==> src/rtl/thermo_pkg.sv <==
// Shared types, widths, default temperature limits and saturating helpers
// for the thermostat setpoint path.
package thermo_pkg;

  localparam int TEMP_W = 7;

  localparam logic [TEMP_W-1:0] T_MIN_DEF     = 7'd50;
  localparam logic [TEMP_W-1:0] T_MAX_DEF     = 7'd90;
  localparam logic [TEMP_W-1:0] T_DEFAULT_DEF = 7'd70;

  typedef enum logic {
    ST_IDLE = 1'b0,
    ST_EDIT = 1'b1
  } state_e;

  // Increment that sticks at lim; compare first so the add can never wrap.
  function automatic logic [TEMP_W-1:0] sat_inc(input logic [TEMP_W-1:0] v,
                                                input logic [TEMP_W-1:0] lim);
    if (v >= lim) begin
      return lim;
    end else begin
      return v + TEMP_W'(1);
    end
  endfunction

  // Decrement that sticks at lim; compare first so the subtract can never wrap.
  function automatic logic [TEMP_W-1:0] sat_dec(input logic [TEMP_W-1:0] v,
                                                input logic [TEMP_W-1:0] lim);
    if (v <= lim) begin
      return lim;
    end else begin
      return v - TEMP_W'(1);
    end
  endfunction

endpackage

==> src/rtl/btn_conditioner.sv <==
// One front-panel button: 2-FF synchroniser, stable-count debouncer,
// rising-edge press pulse and the debounced (held) level.
module btn_conditioner #(
  parameter int DB_CYCLES = 4
) (
  input  logic clk,
  input  logic reset,
  input  logic btn_i,
  output logic press_o,
  output logic level_o
);

  localparam int CNT_W = $clog2(DB_CYCLES + 1);

  logic             sync1_q;
  logic             sync2_q;
  logic             deb_q;
  logic             deb_d;
  logic             deb_dly_q;
  logic [CNT_W-1:0] cnt_q;
  logic [CNT_W-1:0] cnt_d;

  // Debounce: count while the synchronised level disagrees, flip on reaching DB_CYCLES.
  always_comb begin
    cnt_d = '0;
    deb_d = deb_q;
    if (sync2_q != deb_q) begin
      if (cnt_q == CNT_W'(DB_CYCLES - 1)) begin
        deb_d = sync2_q;
        cnt_d = '0;
      end else begin
        cnt_d = cnt_q + CNT_W'(1);
      end
    end else begin
      cnt_d = '0;
    end
  end

  // Synchroniser, debounce state and edge-detect flops.
  always_ff @(posedge clk) begin
    if (reset) begin
      sync1_q   <= 1'b0;
      sync2_q   <= 1'b0;
      deb_q     <= 1'b0;
      deb_dly_q <= 1'b0;
      cnt_q     <= '0;
    end else begin
      sync1_q   <= btn_i;
      sync2_q   <= sync1_q;
      deb_q     <= deb_d;
      deb_dly_q <= deb_q;
      cnt_q     <= cnt_d;
    end
  end

  assign press_o = deb_q & ~deb_dly_q;
  assign level_o = deb_q;

endmodule

==> src/rtl/setpoint_ctrl.sv <==
// Front-panel setpoint controller: conditions up/down/set buttons, generates
// auto-repeat steps and runs the edit session that commits a clamped setpoint.
module setpoint_ctrl
  import thermo_pkg::*;
#(
  parameter int                DB_CYCLES    = 4,
  parameter int                REPEAT_DELAY = 20,
  parameter int                REPEAT_RATE  = 5,
  parameter int                TIMEOUT      = 100,
  parameter logic [TEMP_W-1:0] T_MIN        = T_MIN_DEF,
  parameter logic [TEMP_W-1:0] T_MAX        = T_MAX_DEF,
  parameter logic [TEMP_W-1:0] T_DEFAULT    = T_DEFAULT_DEF
) (
  input  logic              clk,
  input  logic              reset,
  input  logic              btn_up,
  input  logic              btn_down,
  input  logic              btn_set,
  output logic [TEMP_W-1:0] desired_temp,
  output logic              temp_set,
  output logic [TEMP_W-1:0] pending_temp,
  output logic              editing
);

  localparam int HOLD_W = $clog2(REPEAT_DELAY + 1);
  localparam int TO_W   = $clog2(TIMEOUT + 1);

  logic up_press, up_level, dn_press, dn_level, set_press, set_level_unused;

  btn_conditioner #(.DB_CYCLES(DB_CYCLES)) u_btn_up (
    .clk(clk), .reset(reset), .btn_i(btn_up), .press_o(up_press), .level_o(up_level)
  );
  btn_conditioner #(.DB_CYCLES(DB_CYCLES)) u_btn_down (
    .clk(clk), .reset(reset), .btn_i(btn_down), .press_o(dn_press), .level_o(dn_level)
  );
  btn_conditioner #(.DB_CYCLES(DB_CYCLES)) u_btn_set (
    .clk(clk), .reset(reset), .btn_i(btn_set), .press_o(set_press), .level_o(set_level_unused)
  );

  logic [HOLD_W-1:0] up_hold_q, up_hold_d, dn_hold_q, dn_hold_d;
  logic [TO_W-1:0]   to_q, to_d;
  state_e            state_q, state_d;
  logic [TEMP_W-1:0] pend_q, pend_d, des_q, des_d;
  logic              tset_q, tset_d;

  logic up_rep, dn_rep, up_step, dn_step, both_step, inc_step, dec_step;

  // A held button repeats each time its hold counter lands on REPEAT_DELAY.
  assign up_rep    = up_level & (up_hold_q == HOLD_W'(REPEAT_DELAY));
  assign dn_rep    = dn_level & (dn_hold_q == HOLD_W'(REPEAT_DELAY));
  assign up_step   = up_press | up_rep;
  assign dn_step   = dn_press | dn_rep;
  assign both_step = up_step & dn_step;
  assign inc_step  = up_step & ~dn_step;
  assign dec_step  = dn_step & ~up_step;

  // Hold counters: run while held; after a repeat, rewind so the next lands REPEAT_RATE later.
  always_comb begin
    up_hold_d = '0;
    dn_hold_d = '0;
    if (!up_level || both_step) begin
      up_hold_d = '0;
    end else if (up_rep) begin
      up_hold_d = HOLD_W'(REPEAT_DELAY - REPEAT_RATE + 1);
    end else begin
      up_hold_d = up_hold_q + HOLD_W'(1);
    end
    if (!dn_level || both_step) begin
      dn_hold_d = '0;
    end else if (dn_rep) begin
      dn_hold_d = HOLD_W'(REPEAT_DELAY - REPEAT_RATE + 1);
    end else begin
      dn_hold_d = dn_hold_q + HOLD_W'(1);
    end
  end

  // Edit-session FSM: next state, pending/committed values and timeout count.
  always_comb begin
    state_d = state_q;
    pend_d  = pend_q;
    des_d   = des_q;
    tset_d  = tset_q;
    to_d    = '0;
    case (state_q)
      ST_IDLE: begin
        if (set_press) begin
          tset_d = ~tset_q;
        end else if (inc_step) begin
          pend_d  = sat_inc(des_q, T_MAX);
          state_d = ST_EDIT;
        end else if (dec_step) begin
          pend_d  = sat_dec(des_q, T_MIN);
          state_d = ST_EDIT;
        end else begin
          state_d = ST_IDLE;
        end
      end
      ST_EDIT: begin
        if (set_press) begin
          // Commit; a same-cycle up/down step is deliberately dropped.
          des_d   = pend_q;
          tset_d  = 1'b1;
          state_d = ST_IDLE;
        end else if (inc_step) begin
          pend_d = sat_inc(pend_q, T_MAX);
        end else if (dec_step) begin
          pend_d = sat_dec(pend_q, T_MIN);
        end else if (to_q == TO_W'(TIMEOUT - 1)) begin
          pend_d  = des_q;
          state_d = ST_IDLE;
        end else begin
          to_d = to_q + TO_W'(1);
        end
      end
      default: begin
        pend_d  = des_q;
        state_d = ST_IDLE;
      end
    endcase
  end

  // State and datapath registers; reset abandons any edit in progress.
  always_ff @(posedge clk) begin
    if (reset) begin
      state_q   <= ST_IDLE;
      pend_q    <= T_DEFAULT;
      des_q     <= T_DEFAULT;
      tset_q    <= 1'b0;
      to_q      <= '0;
      up_hold_q <= '0;
      dn_hold_q <= '0;
    end else begin
      state_q   <= state_d;
      pend_q    <= pend_d;
      des_q     <= des_d;
      tset_q    <= tset_d;
      to_q      <= to_d;
      up_hold_q <= up_hold_d;
      dn_hold_q <= dn_hold_d;
    end
  end

  assign desired_temp = des_q;
  assign temp_set     = tset_q;
  assign pending_temp = pend_q;
  assign editing      = (state_q == ST_EDIT);

endmodule

==> config.mk <==
export PLATFORM = sky130hd
export DESIGN_NAME = setpoint_ctrl
export DESIGN_NICKNAME = d
export VERILOG_FILES = /design/src/rtl/thermo_pkg.sv /design/src/rtl/btn_conditioner.sv /design/src/rtl/setpoint_ctrl.sv
export SDC_FILE = /design/constraint.sdc
export NUM_CORES = 1
export LEC_CHECK = 0
export BUFFER_PORTS_ARGS = -buffer_cell sky130_fd_sc_hd__buf_4
export CORE_AREA = 10 10 76 84
export CTS_CLUSTER_DIAMETER = 60
export DETAILED_ROUTE_END_ITERATION = 16
export DIE_AREA = 0 0 86 94
export PLACE_DENSITY = 0.8
export SLEW_MARGIN = 20
export SYNTH_ARGS = -nofsm -noshare
export SYNTH_HDL_FRONTEND = slang
export SYNTH_SLANG_ARGS = --single-unit
==> constraint.sdc <==
create_clock -name clk -period 4.4 [get_ports clk]
set_clock_uncertainty 0.1 [all_clocks]
set_input_delay 1.1 -clock clk [delete_from_list [all_inputs] [get_ports clk]]
set_output_delay 1.1 -clock clk [all_outputs]
set_load 0.01 [all_outputs]
### Word-level counts from Yosys, hierarchy flattened

Cells that the tools add are included.

| word-level totals | value |
|---|---|
| register bits | 54 |
| input port bits | 5 |
| output and inout bits | 16 |
| word-level logic and storage cells | 116 |

| operators by class | value |
|---|---|
| add/subtract/negate cells | 10 |
| $lt $le $gt $ge | 4 |
| equality and inequality tests | 15 |
| mux-type cells | 25 |
| bitwise logic cells | 20 |
| reductions and logical operators | 18 |

Operator list:

| kind | count |
|---|---|
| $mux W7 | 11 |
| $add A7 B1 Y7 const B | 3 |
| $reduce_or A3 Y1 | 5 |
| $ge A7 B7 Y1 const B | 2 |
| $le A7 B6 Y1 const B | 2 |
| $pmux W7 S2 | 1 |
| $sub A7 B1 Y7 const B | 2 |
| $add A5 B1 Y5 const B | 2 |
| $eq A5 B5 Y1 const B | 2 |
| $mux W5 | 2 |
| $not A1 Y1 | 10 |
| $reduce_and A2 Y1 | 5 |
| $add A3 B1 Y3 const B | 3 |
| $eq A3 B2 Y1 const B | 3 |
| $mux W1 | 9 |
| $and A1 B1 Y1 | 8 |
| $ne A2 B2 Y1 const B | 4 |
| $eq A7 B7 Y1 const B | 1 |
| $reduce_or A6 Y1 | 1 |
| $ne A4 B1 Y1 const B | 1 |
| $pmux W1 S2 | 2 |
| $reduce_and A4 Y1 | 1 |
| $reduce_or A2 Y1 | 2 |
| $ne A1 B1 Y1 | 3 |
| other kinds (4) | 7 |

### Longest topological paths before layout

| depth | value |
|---|---|
| depth after elaboration | 9 |
| depth in mapped cells | 14 |
| mapped depth without buffers | 13 |

### Hierarchy

A second synthesis with hierarchy kept.

| unflattened totals | value |
|---|---|
| cells, all modules | 341 |
| area, all modules | 2,979.1 µm² |

Modules (own cells, without submodules):

| module | instances | cells each | area an instance (µm²) | seq. area each (µm²) |
|---|---|---|---|---|
| setpoint_ctrl | 1 | 281 | 2,247.2 | 660.6 |
| btn_conditioner | 3 | 20 | 244.0 | 140.1 |

### Worst setup path before layout

No wires, ideal clock.

| timing path | value |
|---|---|
| kind | reg2reg |
| start | register dn_hold_q[0] |
| end | register pend_q[2] (netlist: pending_temp[2]) |
| library setup time | 0.122 ns |
| data arrival time | 2.271 ns |
| data required time | 4.178 ns |
| slack | 1.907 ns |
| stages on the path, launching flop included | 14 |
| buffers on the path | 0 |
| clock period less this slack | 2.493 ns |
| cell sequence | dfxtp_1 > inv_1 > ha_1 > nand4b_1 > nand2_1 > and2_1 > inv_1 > ha_1 > inv_1 > a41oi_2 > nor2_1 > a311oi_1 > o21ai_0 > a221o_1 |

| between the ends | value |
|---|---|
| cells in the longest elaborated chain, start to end | 8 |
| elaborated cells between the ends (all ways) | 15 |
| classes of those cells | eq/ne: 3; mux: 6; bitwise: 5; reduce/logical: 1 |

RTL lines:

| what | line | source |
|---|---|---|
| from (decl) | setpoint_ctrl.sv:40 | `logic [HOLD_W-1:0] up_hold_q, up_hold_d, dn_hold_q, dn_hold_d;` |
| from (signal assigned) | setpoint_ctrl.sv:139 | `dn_hold_q <= dn_hold_d;` |
| $eq A5 B5 Y1 (*) | setpoint_ctrl.sv:50 | `assign dn_rep = dn_level & (dn_hold_q == HOLD_W'(REPEAT_DELAY));` |
| $and A1 B1 Y1 (*) | setpoint_ctrl.sv:50 |  |
| $or A1 B1 Y1 (*) | setpoint_ctrl.sv:52 | `assign dn_step = dn_press \| dn_rep;` |
| $and A1 B1 Y1 / $not A1 Y1 (equally long branches) | setpoint_ctrl.sv:55, setpoint_ctrl.sv:54 |  |
| $mux W7 / $and A1 B1 Y1 (equally long branches) | setpoint_ctrl.sv:106, setpoint_ctrl.sv:54 |  |
| $mux W7 (on tied branches) | setpoint_ctrl.sv:104, setpoint_ctrl.sv:88 |  |
| $mux W7 (on tied branches) | setpoint_ctrl.sv:99, setpoint_ctrl.sv:86 |  |
| $pmux W7 S2 | setpoint_ctrl.sv:84 | `case (state_q)` |
| to (signal assigned) | setpoint_ctrl.sv:134 | `pend_q <= pend_d;` |
| to (decl) | setpoint_ctrl.sv:43 | `logic [TEMP_W-1:0] pend_q, pend_d, des_q, des_d;` |

Mark *: on every way between the ends. The rest lies on a longest branch, timed or not. The select of a mux whose other input is x is not followed.
A chain may end at the register's enable or synchronous reset.

### Final worst setup path

Ends and elaborated chain as after synthesis.

==> impl_results.md <==
* Drt wl/cell at 15.8 um
* Pwr/cell area at 264 mW/mm2
* Setup Viol. Count Final at 0
* Ranking of synthesized cells by area: dfxtp_1, ha_1, nor2_1
* Vias in the first global route at 2,376
* DR iter-0 viols at 191
* Critical path type: flop to flop
* Slew Limit Fails at 0
* Min Hold Slack at 0.329 ns
* Maxcap violations at 0
* Netlist Area Pre-Place at 0.00295 mm2
* CP endpoint kind: flop
* Vias per cell at 6.09
* CP Cell Sequence: inv_1, ha_1, nand4b_1, nand2_1, and2_1, inv_1, ha_1, inv_1, a41oi_2, nor2_1, a311oi_1, o21ai_0, a221o_1
* # clock sinks at 54
* Dpl cells at 398
* Most common cell on crit path: inv_1
* Buffers added on ports at 20
* Period utilization at 70.9%
* Synth Register Bits at 54
* Commonest register cell after synthesis: dfxtp_1
* Worst Path Arrival at 3.22 ns
* Critical path's slowest cell: ha_1
* Number of CTS-inserted buffers at 5
* Commonest non-fill, non-tap cell in the layout: dfxtp_1
* CP peak stage delay at 0.52 ns
* Status: complete, no violations
* Post-synthesis sequential area ratio at 36.6%
* First-pass GRT wire length at 11,200 um
* Fraction of layout cells with a size suffix above 1 at 10.3%
* Worst setup SP type: flop
* Routed wire length at 6430 um
* Synth Instances at 342
* Die X at 86 um
* Initial Utilization at 63.5%
* First-pass DRT Iterations at 5
* Clock-pin slew on the worst setup and hold paths at 0.10 ns
* Critical path required time at 4.50 ns
* Most frequent cells in the layout: dfxtp_1, nor2_1, inv_1
* Ys Warns at 0
* H-tree levels at 2
* Synth unique cells at 55
* Antenna Nets Post-Route at 0
* Post-layout util at 67.9%
* Buffers & Inverters on Critical Path at 3
* Crit path max fanout at 17
* Syn nets at 368
* Overflow after GRT at 0
* Relative slew margins at 56.5%
* Share of the synthesized area in the top cell type at 36.6%
* Cell Rows at 26
* HPWL after DPL at 4530 um
* Fraction of registers with async set/reset at 0%
* Initial antenna violation count at 0
* Final setup TNS at 0 ns
* Height of the die at 94 um
* Root buf cell: clkbuf_8
* RSZ-0062 raised after global routing: no
* Dominant cell type by area after synthesis: dfxtp_1
* CTS Hold Bufs at 0
* Remaining DRCs at 0
* Hold Fails Final Rpt at 0
* Clock buffer depth at 2
* N_diodes at 0
* Via Count at 2,472
* CP top delay family: compound AO/OA/AOI/OAI gates
* Nets at 375
* Min-Delay Path Class: flop to flop
* Post-layout minimum cycle time at 3.12 ns
* Reg2Reg Setup Slack at 1.28 ns
* Worst VDD drop at 247 uV
* Die Area at 0.00808 mm2
* GRT Overall Usage at 16.5%
* # Post-CTS Setup Buffers at 0
* Core Box Area at 0.00465 mm2
* Post_cts resized at 0
* Area grow syn2layout at 7.03%
* Worst-skew pair later-pin latency at 0.30 ns
* Syn Area/Cell at 8.63 um2
* Worst-margin pin slew at 0.651 ns
* IO Count at 21
* P_leak at 0.00121 uW
* CTS tree: done
* Fmax at 320 MHz
* Pin count of the biggest net entering global routing at 35
* EDFF count, synth at 0
* Non-filler cells, final at 406
* RePlAce Congestion at 0.925
==> sequential cells by signal (all words and copies together), names as in the netlist, 3 cells and up <==
register / flops
to_q: 7
u_btn_down.cnt_q: 3
up_hold_q: 5
u_btn_up.cnt_q: 3
desired_temp: 7
dn_hold_q: 5
pending_temp: 7
u_btn_set.cnt_q: 3
==> metal layers <==
layer	vias up	wire length, um	GRT usage, %
li1	1211	-	-
met4	0	196	6.87
met3	20	390	3.65
met2	98	3200	28.0
met1	1143	2640	19.6
met5	-	0	0
==> report_power, final <==
part / internal [uW] / switching (uW)
Combinational: 5.62 / 7.79
Clock: 170 / 159
Sequential: 492 / 1.43
Total: 667 / 168
==> synthesized netlist by cell type (4+ instances only) <==
cell type,instances
a211o_1,4
a211oi_1,4
a21oi_1,9
a31oi_1,4
and3_1,8
buf_6,5
clkbuf_1,11
dfxtp_1,54
ha_1,21
inv_1,24
mux2i_1,5
nand2_1,21
nand3_1,17
nor2_1,43
nor2b_1,12
nor3_1,13
o21ai_0,6
or3_1,7
xnor2_1,15
xor2_1,7
==> area by class of cell <==
cell class / instances / area, um2
Multi-Input combinational cell: 244 / 1660
Sequential cell: 54 / 1080
Clock buffer: 6 / 72.6
Tap cell: 56 / 70.1
Fill cell: 385 / 1490
Timing Repair Buffer: 20 / 150
Clock inverter: 2 / 37.5
Inverter: 24 / 90.1
==> worst paths after layout <==
check	startpoint	to	cells after the start
max	dn_hold_q[0]	pending_temp[2]	13
min reg2reg	u_btn_down.cnt_q[0]	u_btn_down.cnt_q[0]	1
max reg2reg	dn_hold_q[0]	pending_temp[2]	13
min	u_btn_down.cnt_q[0]	u_btn_down.cnt_q[0]	1
==> kinds of logic (layout without fill, tap and decap cells) <==
| kind of cell | after synthesis | after routing | share of synthesized area (%) |
|---|---|---|---|
| fa+ha+maj | 21 | 21 | 8.90 |
| simple gates | 136 | 136 | 23.2 |
| xor+xnor | 22 | 22 | 6.53 |
| compound gates | 60 | 60 | 15.9 |
| mux | 5 | 5 | 1.69 |
| flops | 54 | 54 | 36.6 |
| buf+inv | 44 | 52 | 7.20 |
==> metrics by stage <==
| step | setup WS (ns) | area, um2 | power, uW |
|---|---|---|---|
| floorplan | 1.91 | 2950 | 514 |
| global placement | 1.49 | 3050 | 517 |
| detailed placement | 1.37 | 3050 | 518 |
| CTS | 1.32 | 3160 | 840 |
| global route | 1.03 | 3160 | 868 |
| finish | 1.28 | 3160 | 835 |
No activity file was read; power rests on OpenSTA's default activity.
